[src/rtl/fast_root_if.sv]
// Start/ready handshake shared by the root and power units: operands in, result and ready out.
interface fast_root_if #(
  parameter int X = 16,
  parameter int N = 8
) ();
  logic         start;
  logic [X-1:0] inx;
  logic [N-1:0] inn;
  logic [X-1:0] out;
  logic         ready;

  modport master (output start, inx, inn, input out, ready);
  modport slave  (input start, inx, inn, output out, ready);
endinterface

[src/rtl/fast_root.sv]
// Iterative integer n-th root: floor(inx^(1/inn)) by MSB-first binary search,
// each candidate raised to the power inn one multiply per cycle with early abort.
module fast_root #(
  parameter int X = 16,
  parameter int N = 8
) (
  input  logic      clk,
  input  logic      nrst,
  fast_root_if.slave bus
);

  localparam int BW = $clog2(X);

  typedef enum logic [1:0] {READY, SETUP, MUL, NEXT} state_t;

  state_t         state, state_nxt;
  logic [X-1:0]   x, r, c, acc, out_q;
  logic [N-1:0]   n, cnt;
  logic [BW-1:0]  bit_idx;
  logic           over;
  logic [2*X-1:0] p;
  logic           too_big;

  // acc <= x holds before every multiply, so the full 2X-bit product never wraps.
  assign p       = {{X{1'b0}}, acc} * {{X{1'b0}}, c};
  assign too_big = (p[2*X-1:X] != '0) || (p[X-1:0] > x);

  always_ff @(posedge clk or negedge nrst) begin
    if (!nrst) state <= READY;
    else       state <= state_nxt;
  end

  always_comb begin
    state_nxt = state;
    case (state)
      READY: if (bus.start) state_nxt = SETUP;
      SETUP: state_nxt = (n == '0) ? READY : MUL;
      MUL:   if (too_big || cnt == N'(1)) state_nxt = NEXT;
      NEXT:  state_nxt = (bit_idx == '0) ? READY : SETUP;
      default: state_nxt = READY;
    endcase
  end

  always_comb begin
    bus.ready = (state == READY);
  end

  // NOTE: datapath registers are fully rewritten before use in every operation,
  // so they carry no reset; only the FSM state and the visible result are reset.
  always_ff @(posedge clk) begin
    case (state)
      READY: if (bus.start) begin
        x       <= bus.inx;
        n       <= bus.inn;
        r       <= '0;
        bit_idx <= BW'(X - 1);
      end
      SETUP: begin
        c    <= r | (X'(1) << bit_idx);
        acc  <= X'(1);
        cnt  <= n;
        over <= 1'b0;
      end
      MUL: begin
        if (too_big) begin
          over <= 1'b1;
        end else begin
          acc <= p[X-1:0];
          cnt <= cnt - N'(1);
        end
      end
      NEXT: begin
        if (!over)            r       <= c;
        if (bit_idx != '0)    bit_idx <= bit_idx - BW'(1);
      end
      default: ;
    endcase
  end

  // The result only moves on completion, so it stays stable while busy.
  always_ff @(posedge clk or negedge nrst) begin
    if (!nrst) begin
      out_q <= '0;
    end else if (state == SETUP && n == '0) begin
      out_q <= '0;
    end else if (state == NEXT && bit_idx == '0) begin
      out_q <= over ? r : c;
    end
  end

  assign bus.out = out_q;

endmodule

[src/flat_wrapper.sv]
// flat-port wrapper written by rule: the top's interface ports become plain ports
module fast_root_flat 
#(
  parameter int X = 16,
  parameter int N = 8
)
  (clk, nrst, bus_start, bus_inx, bus_inn, bus_out, bus_ready);
  fast_root_if #(.X(X), .N(N)) bus_i ();
  input  logic clk;
  input  logic nrst;
  input wire logic [$bits(bus_i.start)-1:0] bus_start;
  input wire logic [$bits(bus_i.inx)-1:0] bus_inx;
  input wire logic [$bits(bus_i.inn)-1:0] bus_inn;
  output wire logic [$bits(bus_i.out)-1:0] bus_out;
  output wire logic [$bits(bus_i.ready)-1:0] bus_ready;
  assign bus_i.start = bus_start;
  assign bus_i.inx = bus_inx;
  assign bus_i.inn = bus_inn;
  assign bus_out = bus_i.out;
  assign bus_ready = bus_i.ready;
  fast_root #(.X(X), .N(N)) u_core (.clk(clk), .nrst(nrst), .bus(bus_i));
endmodule
[config.mk]
export PLATFORM = sky130hd
export DESIGN_NAME = fast_root_flat
export DESIGN_NICKNAME = d
export VERILOG_FILES = /design/src/rtl/fast_root_if.sv /design/src/rtl/fast_root.sv /design/src/flat_wrapper.sv
export SDC_FILE = /design/constraint.sdc
export NUM_CORES = 1
export LEC_CHECK = 0
export BUFFER_PORTS_ARGS = -buffer_cell sky130_fd_sc_hd__buf_2
export CAP_MARGIN = 10
export CORE_UTILIZATION = 55
export CTS_CLUSTER_SIZE = 25
export DETAILED_ROUTE_END_ITERATION = 10
export MAX_ROUTING_LAYER = met4
export PLACE_DENSITY = 0.71
export SETUP_SLACK_MARGIN = 0.05
export SYNTH_ARGS = -nofsm -noshare
export SYNTH_HDL_FRONTEND = slang
export SYNTH_SLANG_ARGS = --single-unit
export TNS_END_PERCENT = 1
[constraint.sdc]
create_clock -name clk -period 16.9 [get_ports clk]
set_input_delay 3.38 -clock clk [delete_from_list [all_inputs] [get_ports clk]]
set_output_delay 3.38 -clock clk [all_outputs]
set_load 0.05 [all_outputs]
==> metrics.txt, run 1 <==
status finished clean; Seq/Total Area, Yosys 0.225; die boundary width between 150 and 200 um; wire per inst 18.0 um; Num Clock Sinks about 100; Post-Synth XOR/XNOR Area 0.0197; final period demand of the worst path around 8400 ps; global-route congestion overflow total 0; TritonCTS clock tree built; Synth Area per Inst slightly below 10 um^2; number of buffers added by the clock tree synthesis step 9; unrepaired setup endpoints after global routing no; Remaining DRCs 0; cell type with the highest aggregate area in the netlist sky130_fd_sc_hd__fa_1; Hold Path Class reg -> reg; via count of the first global-routing pass 9,686; headroom to the max-slew limit 0.274; total number of vias roughly 9,400; top cells by area, synth sky130_fd_sc_hd__fa_1, sky130_fd_sc_hd__edfxtp_1, sky130_fd_sc_hd__ha_1, sky130_fd_sc_hd__inv_1, sky130_fd_sc_hd__and2_1; most numerous cell in the Yosys netlist sky130_fd_sc_hd__inv_1; sequential cell area approximately 3000 um^2; crit start category register; type of destination of the critical path register; Resize count post-CTS 0; share of flip-flops with an asynchronous set or reset after synthesis 0.175; Syn Nets 1,709; Final GP Congestion 0.916; largest incremental delay on the critical path 780 ps; reported max-cap violation count 0; total half-perimeter wirelength after legalization and detailed placement ~24 mm; area growth from synthesis to final layout 5.01%; total area of multi-input combinational cells 9170 um^2; critical path class reg -> reg; R2R Setup Slk around 8500 ps; met3 WL post-DR 1.97 mm; most frequent cells after synthesis sky130_fd_sc_hd__inv_1, sky130_fd_sc_hd__fa_1, sky130_fd_sc_hd__nand2_1; initial standard-cell utilization of the core 0.565; core utilization of the finished layout 0.593; drt pass-1 iters 5; layout filler cell count between 2,000 and 2,500; number of instances in the synthesized netlist about 1,400; post-synthesis cell area about 13,000 um^2; final WL about 30 mm; hold buffer count at cts 0; via density per instance 5.57; CTS max path bufs 2; core region area around 24,000 um^2; Placement Rows 56; post-synthesis compound-gate area fraction 0.0842; Final Setup Violations 0; final net count between 1,500 and 2,000; IO Pins 44; share of cell area taken by muxes after synthesis 0.0127; clock root buffer sky130_fd_sc_hd__clkbuf_16; final hold slack ~540 ps; Critical-path top delay cell sky130_fd_sc_hd__edfxtp_1; CP arrival between 8000 and 9000 ps; clock transition time at the flip-flop clock pins of the worst setup and hold paths approximately 80 ps; number of port buffers 43; antenna-violating nets left 0; number of library cell types mapped by synthesis 76; maximum clock rate roughly 120 MHz; CP dominant cell by count sky130_fd_sc_hd__fa_1; endpoints failing hold 0; antenna violations before repair 0; fraction of final layout cells with drive strength greater than 1 0.0691; floorplan die area between 20,000 and 25,000 um^2; # diodes 0; maximum net fanout on the critical path 24; Final Cycle Share 0.497; clock insertion delay at the later pin of the skew report ~370 ps; first-pass GRT wire length 50.1 mm; # Post-CTS Setup Buffers 0; post-synthesis sequential element count just over 100; worst-case clock skew around 15 ps; synth warn 0; highest routing layer actually used met4; transition time of the tightest slew-check pin between 1000 and 1500 ps; largest family of logic cells by synthesized area adder cells; metal2 WL 13.8 mm; Initial DRC Count ~580; commonest register cell after synthesis sky130_fd_sc_hd__edfxtp_1; number of levels in the clock H-tree 3; Die H roughly 160 um; global router's overall resource usage 0.274; pin count of the biggest net entering global routing 37; Synth Area in Adders 0.413; Total Negative Setup Slacks 0 ps; synthesized-area fraction occupied by and/or/nand/nor cells 0.155; number of synthesized flops with an enable pin 85; required time of the critical path approximately 17,000 ps; sum of routed wire segments on met1 13.7 mm; number of max-slew violations in the final report 0; share of Yosys cell area claimed by the top area cell type 0.290
[state kept, by name (all words and copies together), names as in the netlist, named ones only]
register,flops
u_core.acc,16
u_core.cnt,8
u_core.bit_idx,4
u_core.c,16
u_core.x,16
u_core.state,1
u_core.bus.out,16
u_core.over,1
u_core.r,16
u_core.n,8
[routing by layer]
layer  GRT usage  up-vias
met5           -        -
met1       0.371     4682
li1            -     4323
met2       0.414      295
met4      0.0915        0
met3      0.0542       50
[cell type report]
cell class,instances,share of cell area
clock buffer,9,0.0160
clock inverter,7,0.00615
inverter,245,0.0655
multi-input combinational,951,0.653
sequential,103,0.214
tap,319,0.0284
timing repair buffer,46,0.0169
[stage by stage]
stage                     area, um^2  worst slack (ps)  instances
after floorplan                13400              8440       1357
after global placement         13700              8740       1664
after detailed placement       13700              8560       1664
after CTS                      14000              8530       1680
after global routing           14000              8070       1680
final                          14000              8500       1680
[final timing paths]
path	startpoint	end	cells past startpoint
setup / recovery	u_core.c[8]	u_core.acc[14]	28
hold / removal	u_core.r[4]	u_core.c[4]	1
setup reg to reg	u_core.c[8]	u_core.acc[14]	28
hold reg to reg	u_core.r[4]	u_core.c[4]	1
max in group asynchronous	nrst	asynchronous set/reset pin	1
min in group asynchronous	nrst	u_core.bus.out[8]	1
[kinds of logic (layout without fill, tap and decap cells)]
logic type               count (synthesis)  count (layout)
AO/OA/AOI/OAI                          155             155
XOR/XNOR                                30              30
adder cells (fa/ha/maj)                325             325
buffers and inverters                  303             307
flip-flops                             103             103
multiplexers                            17              17
AND/OR/NAND/NOR                        424             424
[worst max-delay path: cells and delay by family, from the launching register on]
| family | cells | cell delay, ps |
|---|---|---|
| AOI/OAI and AO/OA | 6 | 1110 |
| and+or+nand+nor | 7 | 1610 |
| xor gates and xnor gates | 1 | 170 |
| adders and majority gates | 8 | 3730 |
| DFF | 1 | 780 |
| buffers and inverters | 6 | 600 |
[placed cells by master (no fill, tap or decap), types with 4 or more instances in the layout]
master,instances
sky130_fd_sc_hd__a211o_1,5
sky130_fd_sc_hd__o211ai_1,6
sky130_fd_sc_hd__and2_1,136
sky130_fd_sc_hd__xnor2_1,20
sky130_fd_sc_hd__xor2_1,10
sky130_fd_sc_hd__a211oi_1,19
sky130_fd_sc_hd__nand3_1,8
sky130_fd_sc_hd__a31o_2,7
sky130_fd_sc_hd__nand2b_1,5
sky130_fd_sc_hd__nand4_1,10
sky130_fd_sc_hd__inv_1,243
sky130_fd_sc_hd__nor2_1,60
sky130_fd_sc_hd__mux2i_1,17
sky130_fd_sc_hd__fa_1,194
sky130_fd_sc_hd__ha_1,131
sky130_fd_sc_hd__nand2_1,171
sky130_fd_sc_hd__o21ai_1,5
sky130_fd_sc_hd__buf_2,43
sky130_fd_sc_hd__o31ai_1,4
sky130_fd_sc_hd__nor3_1,10
sky130_fd_sc_hd__and3_1,4
sky130_fd_sc_hd__clkbuf_16,9
sky130_fd_sc_hd__dfrtp_1,18
sky130_fd_sc_hd__a21oi_1,43
sky130_fd_sc_hd__o21ai_0,11
sky130_fd_sc_hd__a21o_1,12
sky130_fd_sc_hd__edfxtp_1,85
Power of run 1 is left out: the tool's default activity adds up to more than one toggle a clock period on the data nets, which glitch-free logic cannot reach.
==> run 2, diff against run 1 <==
--- a/config.mk
+++ b/config.mk
@@ -11,7 +11,7 @@
 export CTS_CLUSTER_SIZE = 25
 export DETAILED_ROUTE_END_ITERATION = 10
 export MAX_ROUTING_LAYER = met4
-export PLACE_DENSITY = 0.71
+export PLACE_DENSITY = 0.74
 export SETUP_SLACK_MARGIN = 0.05
 export SYNTH_ARGS = -nofsm -noshare
 export SYNTH_HDL_FRONTEND = slang
==> constraint.sdc (replaced) <==
create_clock -name clk -period 7.1 [get_ports clk]
set_input_delay 1.42 -clock clk [delete_from_list [all_inputs] [get_ports clk]]
set_output_delay 1.42 -clock clk [all_outputs]
set_load 0.05 [all_outputs]
==> run 2 against run 1 <==
The flow now finishes with violations (negative setup slack). Worst setup slack lost 8900 ps. Register-to-register slack got worse by 8900 ps. First-iteration DRC count increased by 34%. Maximum frequency rose by 12%. Hold slack better by 1.4 ps. Clock skew fell by 7.8 ps. Largest cell class unchanged.
==> metrics.txt, run 2 (same netlist as run 1, synthesis figures left out) <==
reported max-cap violation count 0; core utilization of the finished layout 0.643; Final GP Congestion between 0.9 and 1; IO Pins 44; unrepaired setup endpoints after global routing yes; Buf+Inv Stages, Crit Path 7; floorplan die area ~25,000 um^2; Die H around 160 um; kind of cell with the highest combined delay on the critical path adder cells; global-route congestion overflow total 0; Critical-path top delay cell sky130_fd_sc_hd__fa_1; via count of the first global-routing pass around 10,000; count of non-filler cells in the finished layout about 1,800; minimum setup slack in the final design -411 ps; global router's overall resource usage 0.286; initial standard-cell utilization of the core 0.565; drt pass-1 iters 5; fraction of final layout cells with drive strength greater than 1 0.165; Hold Path Class reg -> reg; crit start category register; hold buffer count at cts 0; Final Setup Violations 27; type of destination of the critical path register; top library cells by usage in the layout, fill and taps aside sky130_fd_sc_hd__inv_1, sky130_fd_sc_hd__fa_1, sky130_fd_sc_hd__nand2_1, sky130_fd_sc_hd__and2_1, sky130_fd_sc_hd__ha_1; total number of vias 9,862; first-pass GRT wire length roughly 52 mm; pin count of the biggest net entering global routing 37; via density per instance approximately 5.5; Total Negative Setup Slacks -8890 ps; worst-case clock skew between 6 and 7 ps; headroom to the max-slew limit 0.276; Initial DRC Count 773; largest incremental delay on the critical path ~530 ps; status finished, violations left; maximum net fanout on the critical path 5; CP dominant cell by count sky130_fd_sc_hd__fa_1; Placement Rows 56; required time of the critical path 7390 ps; die boundary width ~160 um; TritonCTS clock tree built; transition time of the tightest slew-check pin between 1000 and 1500 ps; clock transition time at the flip-flop clock pins of the worst setup and hold paths approximately 80 ps; Remaining DRCs 0; final net count 1,829; number of levels in the clock H-tree 3; critical path class reg -> reg; total half-perimeter wirelength after legalization and detailed placement between 20 and 30 mm; wire per inst roughly 18 um; Num Clock Sinks 103; number of port buffers 43; CTS max path bufs 2; area growth from synthesis to final layout 13.9%; number of max-slew violations in the final report 0; antenna violations before repair 0; core region area about 24,000 um^2; CP arrival a little under 8000 ps; clock insertion delay at the later pin of the skew report 360 ps; # diodes 0; final WL 32.0 mm; final period demand of the worst path 7510 ps; placed cell count 1,768; maximum clock rate between 100 and 150 MHz; most common cell after layout, fill and taps aside sky130_fd_sc_hd__inv_1; endpoints failing hold 0; Final Cycle Share 1.06; number of buffers added by the clock tree synthesis step 9; clock root buffer sky130_fd_sc_hd__clkbuf_16; antenna-violating nets left 0; failing checks negative setup slack
==> run 2: worst reg2reg max path, delay by kind of cell, from the launching register on <==
| kind | cells | cell delay, ps |
|---|---|---|
| fa+ha+maj | 8 | 3550 |
| xor+xnor | 1 | 110 |
| buf+inv | 7 | 640 |
| flops | 1 | 510 |
| simple gates | 9 | 1460 |
| compound gates | 5 | 1150 |
==> run 2: area by class of cell <==
type	instances	area [um^2]
Clock buffer	9	225
Clock inverter	7	83.8
Fill cell	1950	8450
Inverter	245	920
Multi-Input combinational cell	951	9360
Sequential cell	103	3000
Tap cell	319	399
Timing Repair Buffer	167	1240
==> run 2: final timing paths <==
check                      slack [ps]            endpoint          start  cells past startpoint
hold reg to reg                   540         u_core.c[0]    u_core.r[0]                      1
min in group asynchronous        1000  u_core.bus.out[14]           nrst                      1
hold / removal                    540         u_core.c[0]    u_core.r[0]                      1
setup / recovery                 -410     u_core.state[0]  u_core.acc[7]                     30
max in group asynchronous        5780     u_core.state[0]           nrst                      1
setup reg to reg                 -410     u_core.state[0]  u_core.acc[7]                     30
==> run 2: routing by layer <==
metal	vias to the layer above	track usage	wire length [um]
met2	332	0.456	15400
met1	4909	0.381	14000
met3	59	0.0400	1780
met5	-	-	0
li1	4562	-	-
met4	0	0.0869	845
==> run 2: metrics by stage <==
step                hold slack (ps)  worst slack [ps]  area (um^2)
global placement                508              -242        14700
finish                          538              -411        15200
floorplan                       498              -198        13600
global route                    556              -656        15200
detailed placement              519              -372        14700
CTS                             536              -390        15200
==> run 2: timing repair <==
action                     CTS  global route
setup buffers               10             6
pin swaps                   22            11
setup endpoints to repair   27            27
resized for setup           14             8
gates cloned                 1             0
Power of run 2 is left out for the same reason.
